File: src/rtl/regfile_write_arbiter_pkg.sv
// Shared register-file definitions: default widths, the hard-wired zero register,
// and the grant encoding used by the writeback arbiter.
package regfile_write_arbiter_pkg;

    localparam int RF_DATA_WIDTH = 32;
    localparam int RF_ADDR_WIDTH = 5;
    localparam int RF_CNT_WIDTH  = 8;

    // Index 0 reads as zero and never accepts a write.
    localparam logic [RF_ADDR_WIDTH-1:0] REG_ZERO = '0;

    // Which writeback requester was granted most recently.
    typedef enum logic {
        GRANT_A = 1'b0,
        GRANT_B = 1'b1
    } grant_e;

    localparam int REQ_A = 0;
    localparam int REQ_B = 1;

endpackage

File: src/rtl/regfile_write_arbiter_rr_arbiter2.sv
// Two-input round-robin arbiter: one-hot grant, combinational from the requests,
// with an internal last-grant pointer so a contended requester wins the next conflict.
module rr_arbiter2
    import regfile_write_arbiter_pkg::*;
(
    input  logic       clock,
    input  logic       reset,
    input  logic [1:0] req,
    output logic [1:0] grant
);

    grant_e last_q;
    grant_e last_d;

    always_comb begin
        // NOTE: every always_comb output gets a default first so no path infers a latch.
        grant  = '0;
        last_d = last_q;
        if (!reset) begin
            unique case (req)
                2'b01:   grant[REQ_A] = 1'b1;
                2'b10:   grant[REQ_B] = 1'b1;
                2'b11: begin
                    if (last_q == GRANT_B) grant[REQ_A] = 1'b1;
                    else                   grant[REQ_B] = 1'b1;
                end
                default: grant = '0;
            endcase
        end
        if (grant[REQ_A])      last_d = GRANT_A;
        else if (grant[REQ_B]) last_d = GRANT_B;
    end

    // Pointer starts at B so A wins the first conflict after reset.
    always_ff @(posedge clock) begin
        // NOTE: sequential state uses non-blocking assignment so all flops sample pre-edge values.
        if (reset) last_q <= GRANT_B;
        else       last_q <= last_d;
    end

endmodule

File: src/rtl/regfile_write_arbiter.sv
// Merges ALU and load writebacks into the single register-file write port,
// registers the winner, provides read-port forwarding and counts conflict cycles.
module regfile_write_arbiter
    import regfile_write_arbiter_pkg::*;
#(
    parameter int DATA_WIDTH = RF_DATA_WIDTH,
    parameter int ADDR_WIDTH = RF_ADDR_WIDTH,
    parameter int CNT_WIDTH  = RF_CNT_WIDTH
) (
    input  logic                  clock,
    input  logic                  reset,
    input  logic                  validA,
    input  logic [ADDR_WIDTH-1:0] regA,
    input  logic [DATA_WIDTH-1:0] dataA,
    output logic                  readyA,
    input  logic                  validB,
    input  logic [ADDR_WIDTH-1:0] regB,
    input  logic [DATA_WIDTH-1:0] dataB,
    output logic                  readyB,
    output logic                  regWrite,
    output logic [ADDR_WIDTH-1:0] writeRegister,
    output logic [DATA_WIDTH-1:0] writeData,
    input  logic [ADDR_WIDTH-1:0] register1,
    input  logic [ADDR_WIDTH-1:0] register2,
    output logic                  fwd1,
    output logic                  fwd2,
    output logic [DATA_WIDTH-1:0] fwdData,
    output logic [CNT_WIDTH-1:0]  conflictCount
);

    localparam logic [ADDR_WIDTH-1:0] ZERO_IDX = ADDR_WIDTH'(REG_ZERO);

    logic [1:0]            grant;
    logic                  accept;
    logic [ADDR_WIDTH-1:0] sel_reg;
    logic [DATA_WIDTH-1:0] sel_data;

    logic                  wr_en_q;
    logic [ADDR_WIDTH-1:0] wr_reg_q;
    logic [DATA_WIDTH-1:0] wr_data_q;
    logic [CNT_WIDTH-1:0]  cnt_q;

    rr_arbiter2 u_arb (
        .clock (clock),
        .reset (reset),
        .req   ({validB, validA}),
        .grant (grant)
    );

    assign readyA = grant[REQ_A];
    assign readyB = grant[REQ_B];
    assign accept = |grant;

    always_comb begin
        sel_reg  = regA;
        sel_data = dataA;
        if (grant[REQ_B]) begin
            sel_reg  = regB;
            sel_data = dataB;
        end
    end

    // Writes to the zero register are consumed but never strobed; index/data hold.
    always_ff @(posedge clock) begin
        if (reset) begin
            wr_en_q   <= 1'b0;
            wr_reg_q  <= '0;
            wr_data_q <= '0;
            cnt_q     <= '0;
        end else begin
            wr_en_q <= accept && (sel_reg != ZERO_IDX);
            if (accept && (sel_reg != ZERO_IDX)) begin
                wr_reg_q  <= sel_reg;
                wr_data_q <= sel_data;
            end
            if (validA && validB && (cnt_q != '1))
                cnt_q <= cnt_q + CNT_WIDTH'(1);
        end
    end

    // Outputs are forced to their reset values while reset is high, which also
    // squashes a write accepted in the cycle just before reset.
    assign regWrite      = wr_en_q & ~reset;
    assign writeRegister = reset ? '0 : wr_reg_q;
    assign writeData     = reset ? '0 : wr_data_q;
    assign conflictCount = reset ? '0 : cnt_q;
    assign fwdData       = writeData;

    assign fwd1 = regWrite && (writeRegister == register1) && (register1 != ZERO_IDX);
    assign fwd2 = regWrite && (writeRegister == register2) && (register2 != ZERO_IDX);

endmodule
File: config.mk
export PLATFORM = sky130hd
export DESIGN_NAME = regfile_write_arbiter
export DESIGN_NICKNAME = d
export VERILOG_FILES = /design/src/rtl/regfile_write_arbiter_pkg.sv /design/src/rtl/regfile_write_arbiter_rr_arbiter2.sv /design/src/rtl/regfile_write_arbiter.sv
export SDC_FILE = /design/constraint.sdc
export NUM_CORES = 1
export LEC_CHECK = 0
export ABC_CLOCK_PERIOD_IN_PS = 2400
export BUFFER_PORTS_ARGS = -buffer_cell sky130_fd_sc_hd__buf_2
export CAP_MARGIN = 20
export CORE_ASPECT_RATIO = 0.6
export CORE_MARGIN = 2
export CORE_UTILIZATION = 45
export CTS_CLUSTER_SIZE = 10
export DETAILED_ROUTE_END_ITERATION = 7
export PLACE_DENSITY = 0.8
export SKIP_LAST_GASP = 1
export SYNTH_ARGS = -nofsm -noshare
export SYNTH_HDL_FRONTEND = slang
export SYNTH_HIERARCHICAL = 1
export SYNTH_SLANG_ARGS = --single-unit
export TNS_END_PERCENT = 1
File: constraint.sdc
create_clock -name clock -period 2.4 [get_ports clock]
set_input_delay 0.12 -clock clock [delete_from_list [all_inputs] [get_ports clock]]
set_output_delay 0.12 -clock clock [all_outputs]
set_load 0.005 [all_outputs]
# After elaboration in Yosys (flattened, before gate mapping)
# Cells that the tools add are included.
totals:
  out_inout_bits: 82
  elab_cells: 38
  inputBits: 88
  register_bits: 47
classes:
  n_mux: 12
  bitwise_logic: 2
  add_sub_neg: 1
  reduce_logical: 12
  n_eq_ne: 6
op_table:
  columns: ["op", "count"]
  rows:
  - ["$mux W32", 2]
  - ["$reduce_bool A5 Y1", 3]
  - ["$eq A5 B5 Y1", 2]
  - ["$mux W5", 2]
  - ["$add A8 B1 Y8 const B", 1]
  - ["$mux W8", 1]
  - ["$ne A8 B8 Y1 const B", 1]
  - ["$logic_and A1 B1 Y1", 7]
  - ["$eq A2 B2 Y1 const B", 2]
  - ["$mux W1", 4]
  - ["$pmux W1 S2", 2]
  - ["$eq A2 B1 Y1 const B", 1]
  - ["$mux W2", 1]
  - ["$reduce_bool A2 Y1", 1]
  - ["$reduce_or A2 Y1", 1]
  - ["$and A1 B1 Y1", 1]
  - ["$not A1 Y1", 1]

# Depth between registers and ports, before layout
# Gate-level depths: netlist of the first run.
logic_depth:
  ltp_word: 6
  ltp_mapped: 9
  mapped_depth_nobuf: 6

# By module
# The synthesis of the first run kept the hierarchy.
modules_own_cells:
  columns: ["module", "seq_area_each_um2", "instances", "area_each_um2", "cells_per_inst"]
  rows:
  - ["regfile_write_arbiter", 920.9, 1, 3094.2, 394]
  - ["rr_arbiter2", 20.0, 1, 57.6, 7]

# Least setup slack after synthesis of the first run
# Ideal clock, no wire load.
synth_path:
  path_type: "register -> register"
  from: "register u_arb.last_q"
  to: "register wr_data_q[11]"
  synth_period_minus_slack_ns: 2.186
  required_ns: 2.248
  setup_time_ns: 0.152
  n_path_buf: 3
  slack_ns: 0.214
  arrival_ns: 2.034
  stages_incl_launch_ff: 9
  cell_sequence: "dfxtp_1 -> a211oi_1 -> buf_6 -> or4b_1 -> a2bb2o_4 -> buf_6 -> o21ai_4 -> buf_6 -> a221oi_2"
synth_via:
  elab_chain_cells: 6
  elab_cells_between_ends: 10
  cone_classes: "7 x mux; 3 x reduce/logical"
synth_rtl:
  columns: ["item", "line_no", "text"]
  rows:
  - ["start, declared", "regfile_write_arbiter_rr_arbiter2.sv:12", "grant_e last_q;"]
  - ["start signal, assigned", "regfile_write_arbiter_rr_arbiter2.sv:38", "else last_q <= last_d;"]
  - ["$mux W1 (*)", "regfile_write_arbiter_rr_arbiter2.sv:24", "if (last_q == GRANT_B) grant[REQ_A] = 1'b1;"]
  - ["$pmux W1 S2 (*)", "regfile_write_arbiter_rr_arbiter2.sv:20", "unique case (req)"]
  - ["$mux W2 (*)", "regfile_write_arbiter_rr_arbiter2.sv:19", "if (!reset) begin"]
  - ["net readyB", "regfile_write_arbiter.sv:19", "output logic readyB,"]
  - ["$mux W5", "regfile_write_arbiter.sv:57", "if (grant[REQ_B]) begin"]
  - ["$reduce_bool A5 Y1", "regfile_write_arbiter.sv:72", "if (accept && (sel_reg != ZERO_IDX)) begin"]
  - ["$logic_and A1 B1 Y1", "regfile_write_arbiter.sv:72", null]
  - ["end signal, assigned", "regfile_write_arbiter.sv:74", "wr_data_q <= sel_data;"]
  - ["end, declared", "regfile_write_arbiter.sv:40", "logic [DATA_WIDTH-1:0] wr_data_q;"]
# Mark *: on every way through the listed nets, which the timed path passes. The rest lies on a longest branch.
# A chain may end at the register's enable or synchronous reset.

# Worst setup path after layout of the first run
layout_path:
  from: "register u_arb.last_q"
  to: "register wr_data_q[10]"
layout_via:
  elab_chain_cells: 6
  elab_cells_between_ends: 10
  cone_classes: "7 x mux; 3 x reduce/logical"
layout_rtl:
  columns: ["item", "line_no"]
  rows:
  - ["$mux W1", "regfile_write_arbiter_rr_arbiter2.sv:24"]
  - ["$pmux W1 S2", "regfile_write_arbiter_rr_arbiter2.sv:20"]
  - ["$mux W2 (*)", "regfile_write_arbiter_rr_arbiter2.sv:19"]
  - ["$mux W5", "regfile_write_arbiter.sv:57"]
  - ["$reduce_bool A5 Y1", "regfile_write_arbiter.sv:72"]
  - ["$logic_and A1 B1 Y1", "regfile_write_arbiter.sv:72"]
# Mark *: on every way between the ends. The rest lies on a longest branch, timed or not.

==> impl_metrics.env, run 1 <==
export IMPL_status="complete, no violations"
export IMPL_vias_per_cell=5.14
export IMPL_htreeDepth=2
export IMPL_first_iter_violations=213
export IMPL_synth_cells=401
export IMPL_path_cells="a211oi_4, or4b_1, a2bb2o_4, o21ai_4, buf_4, a221oi_2"
export IMPL_avgSynthCellArea_um2=7.86
export IMPL_layout_common_cells="buf_2, nor2_1, dfxtp_1"
export IMPL_fmax_ghz=0.447
export IMPL_postLayoutCoreUtil=0.588
export IMPL_fin_crit_sh=0.933
export IMPL_async_flop_share=0
export IMPL_core_area_um2=6730
export IMPL_arrival_ns=2.38
export IMPL_place_hpwl_um=6300
export IMPL_synthToLayoutAreaGrowth_pct=25.6
export IMPL_path_delay_family="compound AO/OA/AOI/OAI gates"
export IMPL_power_mw=2.13
export IMPL_synth_edff_count=0
export IMPL_power_switching_uw=573
export IMPL_clockPowerShare=0.357
export IMPL_stdcell_count=612
export IMPL_fin_ws_ns=0.162
export IMPL_syn_cell_area_um2=3150
export IMPL_timing_critical_path_buf_inv=1
export IMPL_leakage_nw=1.90
export IMPL_dp_slack_ns=0.204
export IMPL_ys_ff_latch=47
export IMPL_cts_tree="built"
export IMPL_final_antenna_net_count=0
export IMPL_cts_buffers=5
export IMPL_initial_core_util=0.468
export IMPL_port_buffers=169
export IMPL_post_cts_buffers=0
export IMPL_fp_dieW_um=112
export IMPL_dieArea_um2=7710
export IMPL_n_antenna_cell=0
export IMPL_wl_um=8290
export IMPL_synth_ff_type="dfxtp_1"
export IMPL_overflow=0
export IMPL_nFillCells=625
export IMPL_dp_cells=605
export IMPL_min_path_type="input pin to flip-flop"
export IMPL_drive_gt1_frac=0.427
export IMPL_setup_viol=0
export IMPL_ys_warn_count=6
export IMPL_drt_first_pass_iters=4
export IMPL_hold_worst_slack_ns=0.125
export IMPL_critPathSlowestCell="or4b_1"
export IMPL_hold_depth=3
export IMPL_design_area_um2=3960
export IMPL_clkLatencyLatePin_ns=0.28
export IMPL_fp_dieH_um=68.8
export IMPL_grt_pass1_vias=2774
export IMPL_synthDistinctLibCells=46
export IMPL_final_common_cell="buf_2"
export IMPL_power_internal_mw=1.56
export IMPL_slew_headroom=0.392
export IMPL_r2r_cells=6
export IMPL_drv_cap=0
export IMPL_swShare=0.269
export IMPL_via_count=3148
export IMPL_cts_resized=0
export IMPL_rsz0062_at_grt="false"
export IMPL_route_detailed_drc=0
export IMPL_required_ns=2.54
export IMPL_start_kind="flip-flop"
export IMPL_cp_slowest_stage_delay_ns=0.53
export IMPL_p_comb_frac=0.237
export IMPL_antenna_found_initial=0
export IMPL_finalSetupTns_ns=0
export IMPL_cp_depth=6
export IMPL_grt_max_degree=61
export IMPL_gp_congestion=0.935
export IMPL_ir_drop_v=0.000412
export IMPL_synth_seq_area_share=0.299
export IMPL_cts_max_path_buffers=2
export IMPL_finClkSkew_ns=0.00551
export IMPL_endpoint_kind="flip-flop"
export IMPL_dpl_cell_area_um2=3800
export IMPL_syn_nets=490
export IMPL_finalHoldViolCount=0
export IMPL_tightest_slew_ns=0.912
export IMPL_wire_per_inst_um=13.5
export IMPL_grt_use_total=0.213
export IMPL_powerDensity_nw_per_um2=539
export IMPL_power_share_sequential=0.406
export IMPL_cts_root_buf="clkbuf_16"
export IMPL_crit_type="flip-flop to flip-flop"
export IMPL_grt_pass1_wl_um=13200
export IMPL_clk_pin_slew_ns=0.06
export IMPL_layout_nets=614
export IMPL_maxSlewViolCount=0
export IMPL_clock_sinks=47
export IMPL_boundaryPins=170
export IMPL_num_rows=23
export IMPL_cts_hold_buffers_added=0
export IMPL_cp_max_fo=13
export IMPL_period_needed_ns=2.24
## area by class of cell
class | count | area, um^2 | area share
timing repair buffer | 179 | 936 | 0.236
inverter | 39 | 146 | 0.0370
multi-input combinational | 253 | 1670 | 0.421
sequential | 47 | 941 | 0.238
clock buffer | 6 | 129 | 0.0325
clock inverter | 1 | 30.0 | 0.00758
tap | 87 | 109 | 0.0275
## synth_stat cells (all sizes together), types with 2 or more instances
cell | n | area, um^2
o2bb2ai | 2 | 23.8
nor3 | 7 | 35.0
a221oi | 32 | 468
nor4 | 4 | 25.0
a21oi | 5 | 25.0
clkbuf | 18 | 67.6
nand2 | 35 | 131
xnor2 | 5 | 43.8
nor2 | 75 | 282
mux2i | 4 | 40.0
dfxtp | 47 | 941
inv | 39 | 146
xor2 | 6 | 52.6
buf | 44 | 345
nor2b | 14 | 90.1
o32ai | 2 | 17.5
and4 | 2 | 17.5
o21ai | 34 | 181
nand3 | 5 | 25.0
## power by group through the flow
| stage | registers (mW) | logic (mW) | clock network (mW) |
|---|---|---|---|
| after global routing | 0.871 | 0.563 | 0.812 |
| after floorplan | 0.875 | 0.354 | 0 |
| after detailed placement | 0.882 | 0.507 | 0 |
| after CTS | 0.865 | 0.508 | 0.778 |
| final | 0.865 | 0.506 | 0.762 |
| after global placement | 0.880 | 0.493 | 0 |
## kinds of logic after synthesis
kind of cell / after synthesis / share of synthesized area
buf+inv: 101 / 0.177
fa+ha+maj: 1 / 0.00397
simple gates: 148 / 0.207
compound gates: 88 / 0.266
mux: 5 / 0.0163
flops: 47 / 0.299
xor+xnor: 11 / 0.0306
## worst register-to-register path, delay by kind of cell (launching register included)
| kind | cells | cell delay, ns |
|---|---|---|
| AOI/OAI and AO/OA | 4 | 0.93 |
| buffers and inverters | 1 | 0.30 |
| DFF | 1 | 0.36 |
| and+or+nand+nor | 1 | 0.53 |
## metal layers
layer	track usage	wire length, um	vias up
met3	0.0402	652	5
met2	0.380	3800	134
met4	0.0427	37	0
li1	-	-	1579
met1	0.277	3800	1430
met5	0	0	-
## registers in the layout, indices dropped and copies added, names as in the netlist
register	cells
wr_en_q	1
wr_data_q	32
wr_reg_q	5
u_arb/last_q	1
cnt_q	8
## final timing paths
check                                   from                         end  slack, ns
setup / recovery   u_arb/last_q$_SDFFE_PP1P_  wr_data_q[10]$_SDFFE_PP0P_       0.16
hold / removal                        validB       cnt_q[4]$_SDFFE_PP0P_       0.12
setup reg to reg   u_arb/last_q$_SDFFE_PP1P_  wr_data_q[10]$_SDFFE_PP0P_       0.16
hold reg to reg   wr_data_q[27]$_SDFFE_PP0P_  wr_data_q[27]$_SDFFE_PP0P_       0.47
(Power assumes the default switching activity.)
==> run 2, diff against run 1 <==
--- a/config.mk
+++ b/config.mk
@@ -5,15 +5,14 @@
 export SDC_FILE = /design/constraint.sdc
 export NUM_CORES = 1
 export LEC_CHECK = 0
-export ABC_CLOCK_PERIOD_IN_PS = 2400
-export BUFFER_PORTS_ARGS = -buffer_cell sky130_fd_sc_hd__buf_2
+export ABC_CLOCK_PERIOD_IN_PS = 2600
 export CAP_MARGIN = 20
 export CORE_ASPECT_RATIO = 0.6
 export CORE_MARGIN = 2
 export CORE_UTILIZATION = 45
 export CTS_CLUSTER_SIZE = 10
 export DETAILED_ROUTE_END_ITERATION = 7
-export PLACE_DENSITY = 0.8
+export DONT_BUFFER_PORTS = 1
 export SKIP_LAST_GASP = 1
 export SYNTH_ARGS = -nofsm -noshare
 export SYNTH_HDL_FRONTEND = slang
==> constraint.sdc (replaced) <==
create_clock -name clock -period 2.6 [get_ports clock]
set_input_delay 0.13 -clock clock [delete_from_list [all_inputs] [get_ports clock]]
set_output_delay 0.13 -clock clock [all_outputs]
set_load 0.005 [all_outputs]
==> run 2 against run 1 <==
Net effect:
- utilization shrank 12 points
- clock skew is essentially flat
- largest cell class unchanged
- hold slack lost 0.072 ns
- setup slack gained 0.080 ns
- register-to-register slack gained 0.08 ns
- clock-buffer cell count is the same
- sequential cell count is the same
- first-iteration DRC count shrank 30%
- wire length shrank 6.2%
- final cell count shrank 27%
- non-clock buffer count shrank 166
- highest routed layer unchanged
- design area shrank 20%
==> impl_metrics.env, run 2 (synthesis results as in run 1) <==
export IMPL_layout_common_cells="nor2_1, dfxtp_1, inv_1"
export IMPL_design_area_um2=3160
export IMPL_clock_sinks=47
export IMPL_grt_pass1_wl_um=11600
export IMPL_final_common_cell="nor2_1"
export IMPL_required_ns=2.76
export IMPL_cp_max_fo=17
export IMPL_cts_buffers=5
export IMPL_finClkSkew_ns=0.00534
export IMPL_layout_nets=448
export IMPL_overflow=0
export IMPL_worst_r2r_startpoint="u_arb/last_q$_SDFFE_PP1P_"
export IMPL_drv_cap=0
export IMPL_wire_per_inst_um=17.4
export IMPL_slew_headroom=0.566
export IMPL_clk_pin_slew_ns=0.06
export IMPL_dp_slack_ns=0.224
export IMPL_reg_top3="wr_data_q: 32 flops, cnt_q: 8 flops, wr_reg_q: 5 flops"
export IMPL_crit_type="flip-flop to flip-flop"
export IMPL_hold_depth=2
export IMPL_via_count=2561
export IMPL_clkLatencyLatePin_ns=0.28
export IMPL_htreeDepth=2
export IMPL_leakage_nw=1.13
export IMPL_boundaryPins=170
export IMPL_cts_resized=0
export IMPL_cts_tree="built"
export IMPL_arrival_ns=2.51
export IMPL_regMostFlops="wr_data_q"
export IMPL_fp_dieH_um=68.8
export IMPL_postLayoutCoreUtil=0.469
export IMPL_period_needed_ns=2.36
export IMPL_cts_root_buf="clkbuf_16"
export IMPL_dp_cells=436
export IMPL_finalSetupTns_ns=0
export IMPL_hold_worst_slack_ns=0.0525
export IMPL_status="complete, no violations"
export IMPL_worstHoldStart="validA"
export IMPL_antenna_found_initial=0
export IMPL_stdcell_count=447
export IMPL_maxSlewViolCount=0
export IMPL_n_antenna_cell=0
export IMPL_core_area_um2=6730
export IMPL_holdPathEnd="u_arb/last_q$_SDFFE_PP1P_"
export IMPL_fin_ws_ns=0.242
export IMPL_dieArea_um2=7710
export IMPL_rsz0062_at_grt="false"
export IMPL_r2r_end="wr_data_q[21]$_SDFFE_PP0P_"
export IMPL_setup_viol=0
export IMPL_reg2reg_setup_slack_ns=0.24
export IMPL_initial_core_util=0.468
export IMPL_fin_crit_sh=0.907
export IMPL_endpoint_kind="flip-flop"
export IMPL_grt_max_degree=51
export IMPL_wl_um=7770
export IMPL_port_buffers=0
export IMPL_tightest_slew_ns=0.649
export IMPL_grt_use_total=0.193
export IMPL_finalHoldViolCount=0
export IMPL_nFillCells=684
export IMPL_power_mw=1.80
export IMPL_powerDensity_nw_per_um2=571
export IMPL_vias_per_cell=5.73
export IMPL_dpl_cell_area_um2=2950
export IMPL_gp_congestion=0.819
export IMPL_route_detailed_drc=0
export IMPL_largest_reg_flops=32
export IMPL_drt_first_pass_iters=4
export IMPL_drive_gt1_frac=0.161
export IMPL_min_path_type="input pin to flip-flop"
export IMPL_ir_drop_v=0.000253
export IMPL_start_kind="flip-flop"
export IMPL_fp_dieW_um=112
export IMPL_first_iter_violations=149
export IMPL_synthToLayoutAreaGrowth_pct=0.119
export IMPL_num_rows=23
export IMPL_r2r_cells=7
export IMPL_final_antenna_net_count=0
export IMPL_fmax_ghz=0.424
export IMPL_place_hpwl_um=5380
export IMPL_cts_max_path_buffers=2
export IMPL_grt_pass1_vias=2223
run 2: repair_timing:
| item | in CTS | in global routing |
|---|---|---|
| hold buffers | 3 | 0 |
| endpoints found under the hold margin | 46 | 0 |
| buffers inserted | 0 | 0 |
run 2: area by class of cell:
cell class,count,area (um^2),share of cell area
clock buffers,6,139,0.0440
multi-input cells,253,1670,0.529
clock inverters,2,16.3,0.00515
inverters,39,146,0.0464
well taps,87,109,0.0345
flip-flops and latches,47,941,0.298
repair buffers,13,135,0.0428
run 2: worst max-delay path by stage:
stage	startpoint	end	slack, ns
final	u_arb/last_q$_SDFFE_PP1P_	wr_data_q[21]$_SDFFE_PP0P_	0.24
after global routing	u_arb/last_q$_SDFFE_PP1P_	wr_data_q[21]$_SDFFE_PP0P_	0.09
after CTS	u_arb/last_q$_SDFFE_PP1P_	wr_data_q[21]$_SDFFE_PP0P_	0.22
after detailed placement	u_arb/last_q$_SDFFE_PP1P_	wr_data_q[21]$_SDFFE_PP0P_	0.22
after global placement	u_arb/last_q$_SDFFE_PP1P_	wr_data_q[18]$_SDFFE_PP0P_	0.28
after floorplan	u_arb/last_q$_SDFFE_PP1P_	wr_data_q[11]$_SDFFE_PP0P_	0.41
run 2: report_power, final:
group	total (mW)	switching, mW	internal (mW)
registers	0.797	0.0194	0.778
clock network	0.662	0.278	0.384
logic	0.341	0.205	0.136
total	1.80	0.502	1.30
run 2: worst max-delay path, stage by stage (launching register included):
cell	delay, ns
dfxtp_1	0.35
a211oi_4	0.28
buf_4	0.25
nor3b_1	0.32
a2bb2o_4	0.36
o21ai_4	0.29
buf_4	0.29
a221oi_2	0.08
run 2: metal layers:
layer	wire length (um)	share of wire	GRT usage
met5	0	0	0
met4	68	0.0088	0.0564
met3	713	0.092	0.0516
met2	3270	0.42	0.291
met1	3720	0.48	0.274
